**config.mk**
```make
export PLATFORM = sky130hd
export DESIGN_NAME = main_mem_arbiter
export DESIGN_NICKNAME = d
export VERILOG_FILES = /design/src/rtl/main_mem_arb_pkg.sv /design/src/rtl/main_mem_arb_picker.sv /design/src/rtl/main_mem_arbiter.sv
export SDC_FILE = /design/constraint.sdc
export NUM_CORES = 1
export LEC_CHECK = 0
export BUFFER_PORTS_ARGS = -buffer_cell sky130_fd_sc_hd__buf_2
export CORE_AREA = 2 2 285 287
export CTS_BUF_LIST = sky130_fd_sc_hd__clkbuf_8 sky130_fd_sc_hd__clkbuf_16
export DETAILED_ROUTE_END_ITERATION = 10
export DIE_AREA = 0 0 287 289
export GPL_ROUTABILITY_DRIVEN = 0
export HOLD_SLACK_MARGIN = 0.15
export SETUP_SLACK_MARGIN = 0.5
export SLEW_MARGIN = 20
export SYNTH_ARGS = -nofsm -noshare
export SYNTH_HDL_FRONTEND = slang
export SYNTH_SLANG_ARGS = --single-unit
```
**constraint.sdc**
```tcl
create_clock -name CLK -period 2.2 [get_ports CLK]
set_clock_uncertainty 0.05 [all_clocks]
set_input_delay 0.11 -clock CLK [delete_from_list [all_inputs] [get_ports CLK]]
set_output_delay 0.11 -clock CLK [all_outputs]
set_load 0.03 [all_outputs]
```
**src/rtl/main_mem_arb_pkg.sv**
```systemverilog
// main_mem_arb_pkg: shared state type, port ids and default widths for the main-memory arbiter
package main_mem_arb_pkg;
  typedef enum logic [1:0] {IDLE, SERVE_I, SERVE_D, ACK} state_t;
  localparam logic PORT_I = 1'b0;
  localparam logic PORT_D = 1'b1;
  localparam int ADDR_W_DEF = 28;
  localparam int BLOCK_W_DEF = 128;
endpackage

```
**src/rtl/main_mem_arb_picker.sv**
```systemverilog
// main_mem_arb_picker: combinational winner select; ties alternate when ARB_ROUND_ROBIN_EN is defined
module main_mem_arb_picker
  import main_mem_arb_pkg::*;
(
  input  logic i_req,
  input  logic d_req,
`ifdef ARB_ROUND_ROBIN_EN
  input  logic last_grant,
`endif
  output logic grant
);
  // Ties go opposite to the previous grant; otherwise the lone requester wins
  always_comb begin
`ifdef ARB_ROUND_ROBIN_EN
    grant = (i_req && d_req) ? ~last_grant : (d_req ? PORT_D : PORT_I);
`else
    grant = (d_req || !i_req) ? PORT_D : PORT_I;
`endif
  end
endmodule

```
**src/rtl/main_mem_arbiter.sv**
```systemverilog
// main_mem_arbiter: serialises icache/dcache block requests onto one memory port (ARB_ROUND_ROBIN_EN: round-robin ties)
module main_mem_arbiter
  import main_mem_arb_pkg::*;
#(
  parameter int ADDR_W = ADDR_W_DEF,
  parameter int BLOCK_W = BLOCK_W_DEF
) (
  input  logic               CLK,
  input  logic               RESET,
  input  logic               I_READ,
  input  logic [ADDR_W-1:0]  I_ADDRESS,
  output logic [BLOCK_W-1:0] I_READ_DATA,
  output logic               I_BUSY_WAIT,
  input  logic               D_READ,
  input  logic               D_WRITE,
  input  logic [ADDR_W-1:0]  D_ADDRESS,
  input  logic [BLOCK_W-1:0] D_WRITE_DATA,
  output logic [BLOCK_W-1:0] D_READ_DATA,
  output logic               D_BUSY_WAIT,
  output logic               MEM_READ,
  output logic               MEM_WRITE,
  output logic [ADDR_W-1:0]  MEM_ADDRESS,
  output logic [BLOCK_W-1:0] MEM_WRITE_DATA,
  input  logic [BLOCK_W-1:0] MEM_READ_DATA,
  input  logic               MEM_BUSY_WAIT
);
  state_t state, state_nx;
  logic issued, ack_i, ack_d, grant, d_req, req, done, serving;
`ifdef ARB_ROUND_ROBIN_EN
  logic last_grant;
`endif
  assign d_req = D_READ || D_WRITE;
  assign req = I_READ || d_req;
  assign done = issued && !MEM_BUSY_WAIT;
  assign serving = (state == SERVE_I) || (state == SERVE_D);
  assign I_BUSY_WAIT = I_READ && !ack_i;
  assign D_BUSY_WAIT = d_req && !ack_d;
  main_mem_arb_picker u_picker (
    .i_req(I_READ),
    .d_req(d_req),
`ifdef ARB_ROUND_ROBIN_EN
    .last_grant(last_grant),
`endif
    .grant(grant)
  );
  // Next state: grant from IDLE, leave SERVE on completion, one ACK cycle guards against re-grant
  always_comb begin
    state_nx = state;
    case (state)
      IDLE: state_nx = req ? ((grant == PORT_D) ? SERVE_D : SERVE_I) : IDLE;
      SERVE_I, SERVE_D: state_nx = done ? ACK : state;
      default: state_nx = IDLE;
    endcase
  end
  // Registered strobes, latched address/data, read-data capture and one-cycle acks
  always_ff @(posedge CLK) begin
    if (RESET) begin
      state <= IDLE;
      issued <= 1'b0;
      ack_i <= 1'b0;
      ack_d <= 1'b0;
      MEM_READ <= 1'b0;
      MEM_WRITE <= 1'b0;
      MEM_ADDRESS <= '0;
      MEM_WRITE_DATA <= '0;
      I_READ_DATA <= '0;
      D_READ_DATA <= '0;
`ifdef ARB_ROUND_ROBIN_EN
      last_grant <= PORT_I;
`endif
    end else begin
      state <= state_nx;
      ack_i <= 1'b0;
      ack_d <= 1'b0;
      if (state == IDLE && req) begin
        issued <= 1'b1;
        MEM_ADDRESS <= (grant == PORT_D) ? D_ADDRESS : I_ADDRESS;
        MEM_WRITE_DATA <= (grant == PORT_D) ? D_WRITE_DATA : MEM_WRITE_DATA;
        MEM_READ <= (grant == PORT_I) || !D_WRITE;
        MEM_WRITE <= (grant == PORT_D) && D_WRITE;
`ifdef ARB_ROUND_ROBIN_EN
        last_grant <= grant;
`endif
      end
      if (serving && done) begin
        issued <= 1'b0;
        MEM_READ <= 1'b0;
        MEM_WRITE <= 1'b0;
        ack_i <= state == SERVE_I;
        ack_d <= state == SERVE_D;
        I_READ_DATA <= (state == SERVE_I) ? MEM_READ_DATA : I_READ_DATA;
        D_READ_DATA <= (state == SERVE_D && MEM_READ) ? MEM_READ_DATA : D_READ_DATA;
      end
    end
  end
  // Flag a dcache request that asks for both read and write; it is served as a write
  always @(posedge CLK) begin
    if (!RESET && state == IDLE)
      assert (!(D_READ && D_WRITE)) else $warning("dcache read and write both high, serving as write");
  end
endmodule

```
==> key figures <==
Status
  • Status: finished clean

Floorplan
  • Die W: 287 um
  • Num rows: 104
  • I/O pin count: 734
  • Die Y: 289 um
  • Initial core utilization: 0.203
  • Core Region: 79,900 um2
  • Die Area: 82,900 um2

Critical path
  • Setup slack, reg-to-reg: 0.30 ns
  • Reg2reg path depth: 9
  • Crit. End Element: register
  • RR Endpoint: I_READ_DATA[67]$_SDFFE_PP0P_
  • Critical path required time: 2.65 ns
  • CP Launch Type: register
  • CP arrival: 2.35 ns
  • CP Class: reg -> reg
  • Worst-path maximum fanout: 8
  • Worst r2r src: state[1]$_SDFFE_PP0P_

Timing
  • Final Critical Period: 1.90 ns
  • TNS Setup: 0 ns
  • Worst slew margin: 0.564
  • FMAX: 0.526 GHz
  • Worst hold slack: 0.261 ns
  • Worst-Margin Slew: 0.654 ns
  • RSZ-0062 raised after global routing: yes
  • Setup Viol. Count Final: 0
  • Final Max Slew Viols: 0
  • Ratio of final minimum period to clock period: 0.864
  • Final hold vios: 0

Final layout
  • Final cell count without fillers: 4,087
  • Multi-input gate area: 8750 um2
  • Final Instance Area: 29,300 um2
  • Final Core Density: 0.366
  • Most frequent cells in the layout: 732 x buf_2, 417 x dfxtp_1, 343 x nand2_1
  • NumNets Final: 3,309
  • Layout cells sized above 1: 0.411
  • Fillers: 7,783
  • Commonest non-fill, non-tap cell in the layout: buf_2
  • Synth-to-layout area growth: 80.3%
  • Sequential standard cell area: 8390 um2

Logic synthesis
  • Synth Area per Inst: 8.54 um2
  • Number of enable flip-flop cells after synthesis: 0
  • Synth area leaders: dfxtp_1 52%, nand2_1 12%, nand2b_1 9.9%
  • Cells after synthesis: 1,900
  • Synthesized area: 16,200 um2
  • Yosys cell types: 30
  • Syn. warnings: 0
  • Synth area leader: dfxtp_1
  • Synth Register Bits: 419
  • Syn Nets: 2,222
  • Sequential-to-total area share from yosys stat: 0.517
  • Ys async rst share: 0
  • Main flop type after synthesis: dfxtp_1
  • Area share of the largest cell type after synthesis: 0.517

Flow run
  • Max-cap viol count: 0

Placement
  • Placed Cells: 3,597
  • Post-DP Area: 21,300 um2
  • Post-DP HPWL: 48,300 um
  • Port bufs: 733

GRT
  • First-pass GRT wire length: 103,000 um
  • Largest net degree at the start of global routing: 84
  • Vias in the first global route: 17,016
  • Antenna violations before repair: 4
  • Total grt overflow: 0
  • GRT Total Usage: 0.160

Drt
  • Routed len/inst: 18.6 um
  • Final WL: 76,000 um
  • Post-DR vias/cell: 4.29
  • DRC: 0
  • Routed vias: 17,517
  • 1st-iter DRT viols: 675
  • TritonRoute pass-1 iters: 5
  • Post-DRT Antenna Nets: 0

Pwr
  • Pleak: 13.5 nW
  • IR drop worst, VDD: 0.669 mV
  • Power per cell area: 774 nW/um2
  • Sw Ratio: 0.335
  • Power share of the combinational group: 0.266
  • Clock power share: 0.354
  • Cell Int Power: 15.1 mW
  • Switch Pwr: 7.58 mW
  • Sequential power share: 0.380

Clocking
  • Worst-Skew Late Latency: 0.58 ns
  • CTS Sinks: 419
  • Clk root buf: clkbuf_16
  • H-tree depth: 2
  • Total CTS buffers: 48
  • Maximum root-to-sink buffer count: 3
  • Reg clk slew, reported paths: 0.06 ns
  • CTS tree: yes

Hold path
  • HP Class: in -> reg
  • Hold Path Depth: 4
  • Min-Delay Startpoint: D_WRITE_DATA[117]
  • Min-Delay Endpoint: MEM_WRITE_DATA[117]$_SDFFE_PP0P_
-- metrics by stage --
stage,power [mW],setup WS (ns)
floorplan,11.8,0.401
global placement,13.7,0.201
detailed placement,13.7,0.194
CTS,22.5,0.303
global route,23.6,0.238
finish,22.7,0.300
-- state kept, by name, summed over array words and instances, names as in the netlist --
register / cells
ack_i: 1
state: 2
I_READ_DATA: 128
MEM_WRITE: 1
MEM_WRITE_DATA: 128
MEM_READ: 1
ack_d: 1
issued: 1
MEM_ADDRESS: 28
D_READ_DATA: 128
-- repair_timing --
action                                  4_1_cts  5_1_grt
gates resized for setup                      47      462
setup buffers                                31       17
pin swaps                                     6      237
cloned                                       17       18
hold buffers                                317        0
endpoints found under the setup margin      294      405
endpoints found under the hold margin       419        0
-- synthesized netlist by cell type (13+ instances only) --
| cell type | instances |
|---|---|
| nand2_1 | 513 |
| dfxtp_1 | 419 |
| a21oi_1 | 259 |
| nand2b_1 | 256 |
| mux2i_1 | 128 |
| clkbuf_1 | 105 |
| nor2_1 | 33 |
| nor3_1 | 30 |
| o21bai_1 | 29 |
| nor3b_1 | 28 |
| nor4_1 | 28 |
| buf_2 | 24 |
| buf_1 | 13 |
-- logic make-up (layout without fill, tap and decap cells) --
kind of cell	count (synthesis)	after routing	share of synthesized area
and+or+nand+nor	899	900	0.263
DFF	419	419	0.517
AOI/OAI and AO/OA	295	295	0.0962
buffers and inverters	155	1277	0.0415
muxes	128	128	0.0790
adders and majority gates	4	4	0.00308
other	0	4	0
-- power groups by stage --
stage          clock network, mW  registers (mW)  logic, mW
2_1_floorplan                  0            9.89       1.88
3_3_place_gp                   0            8.72       4.97
3_5_place_dp                   0            8.74       4.99
4_1_cts                     8.25            8.58       5.65
5_1_grt                     8.53            8.67       6.40
6_report                    8.02            8.60       6.03
-- worst max-delay path by stage --
stage,start,slack (ns),endpoint
2_1_floorplan,state[0]$_SDFFE_PP0P_,0.40,D_READ_DATA[22]$_SDFFE_PP0P_
3_3_place_gp,state[0]$_SDFFE_PP0P_,0.20,D_READ_DATA[41]$_SDFFE_PP0P_
3_5_place_dp,state[0]$_SDFFE_PP0P_,0.19,D_READ_DATA[45]$_SDFFE_PP0P_
4_1_cts,state[1]$_SDFFE_PP0P_,0.30,D_READ_DATA[81]$_SDFFE_PP0P_
5_1_grt,state[1]$_SDFFE_PP0P_,0.24,I_READ_DATA[67]$_SDFFE_PP0P_
6_report,state[1]$_SDFFE_PP0P_,0.30,I_READ_DATA[67]$_SDFFE_PP0P_
-- routing by layer --
metal / part of all wire / up-vias / GRT usage
li1: - / 8412 / -
met1: 0.38 / 8288 / 0.173
met2: 0.52 / 676 / 0.299
met3: 0.064 / 141 / 0.0388
met4: 0.042 / 0 / 0.0625
met5: 0 / - / 0
-- final cells by class --
class,count,area share
diodes,4,0.000342
clock buffers,57,0.0457
clock inverters,29,0.00774
inverters,4,0.000513
multi-input cells,1327,0.299
flip-flops and latches,419,0.287
well taps,1060,0.0453
repair buffers,1187,0.315
-- worst max-delay path, cell delays in order, from the launching register on --
cell and delay (ns):
dfxtp_2 0.35, inv_2 0.06, ha_4 0.31, buf_6 0.10, and4b_4 0.29, buf_12 0.18
buf_12 0.12, buf_16 0.13, nand2_4 0.05, a21oi_2 0.15
Power figures use the tool's default switching activity.
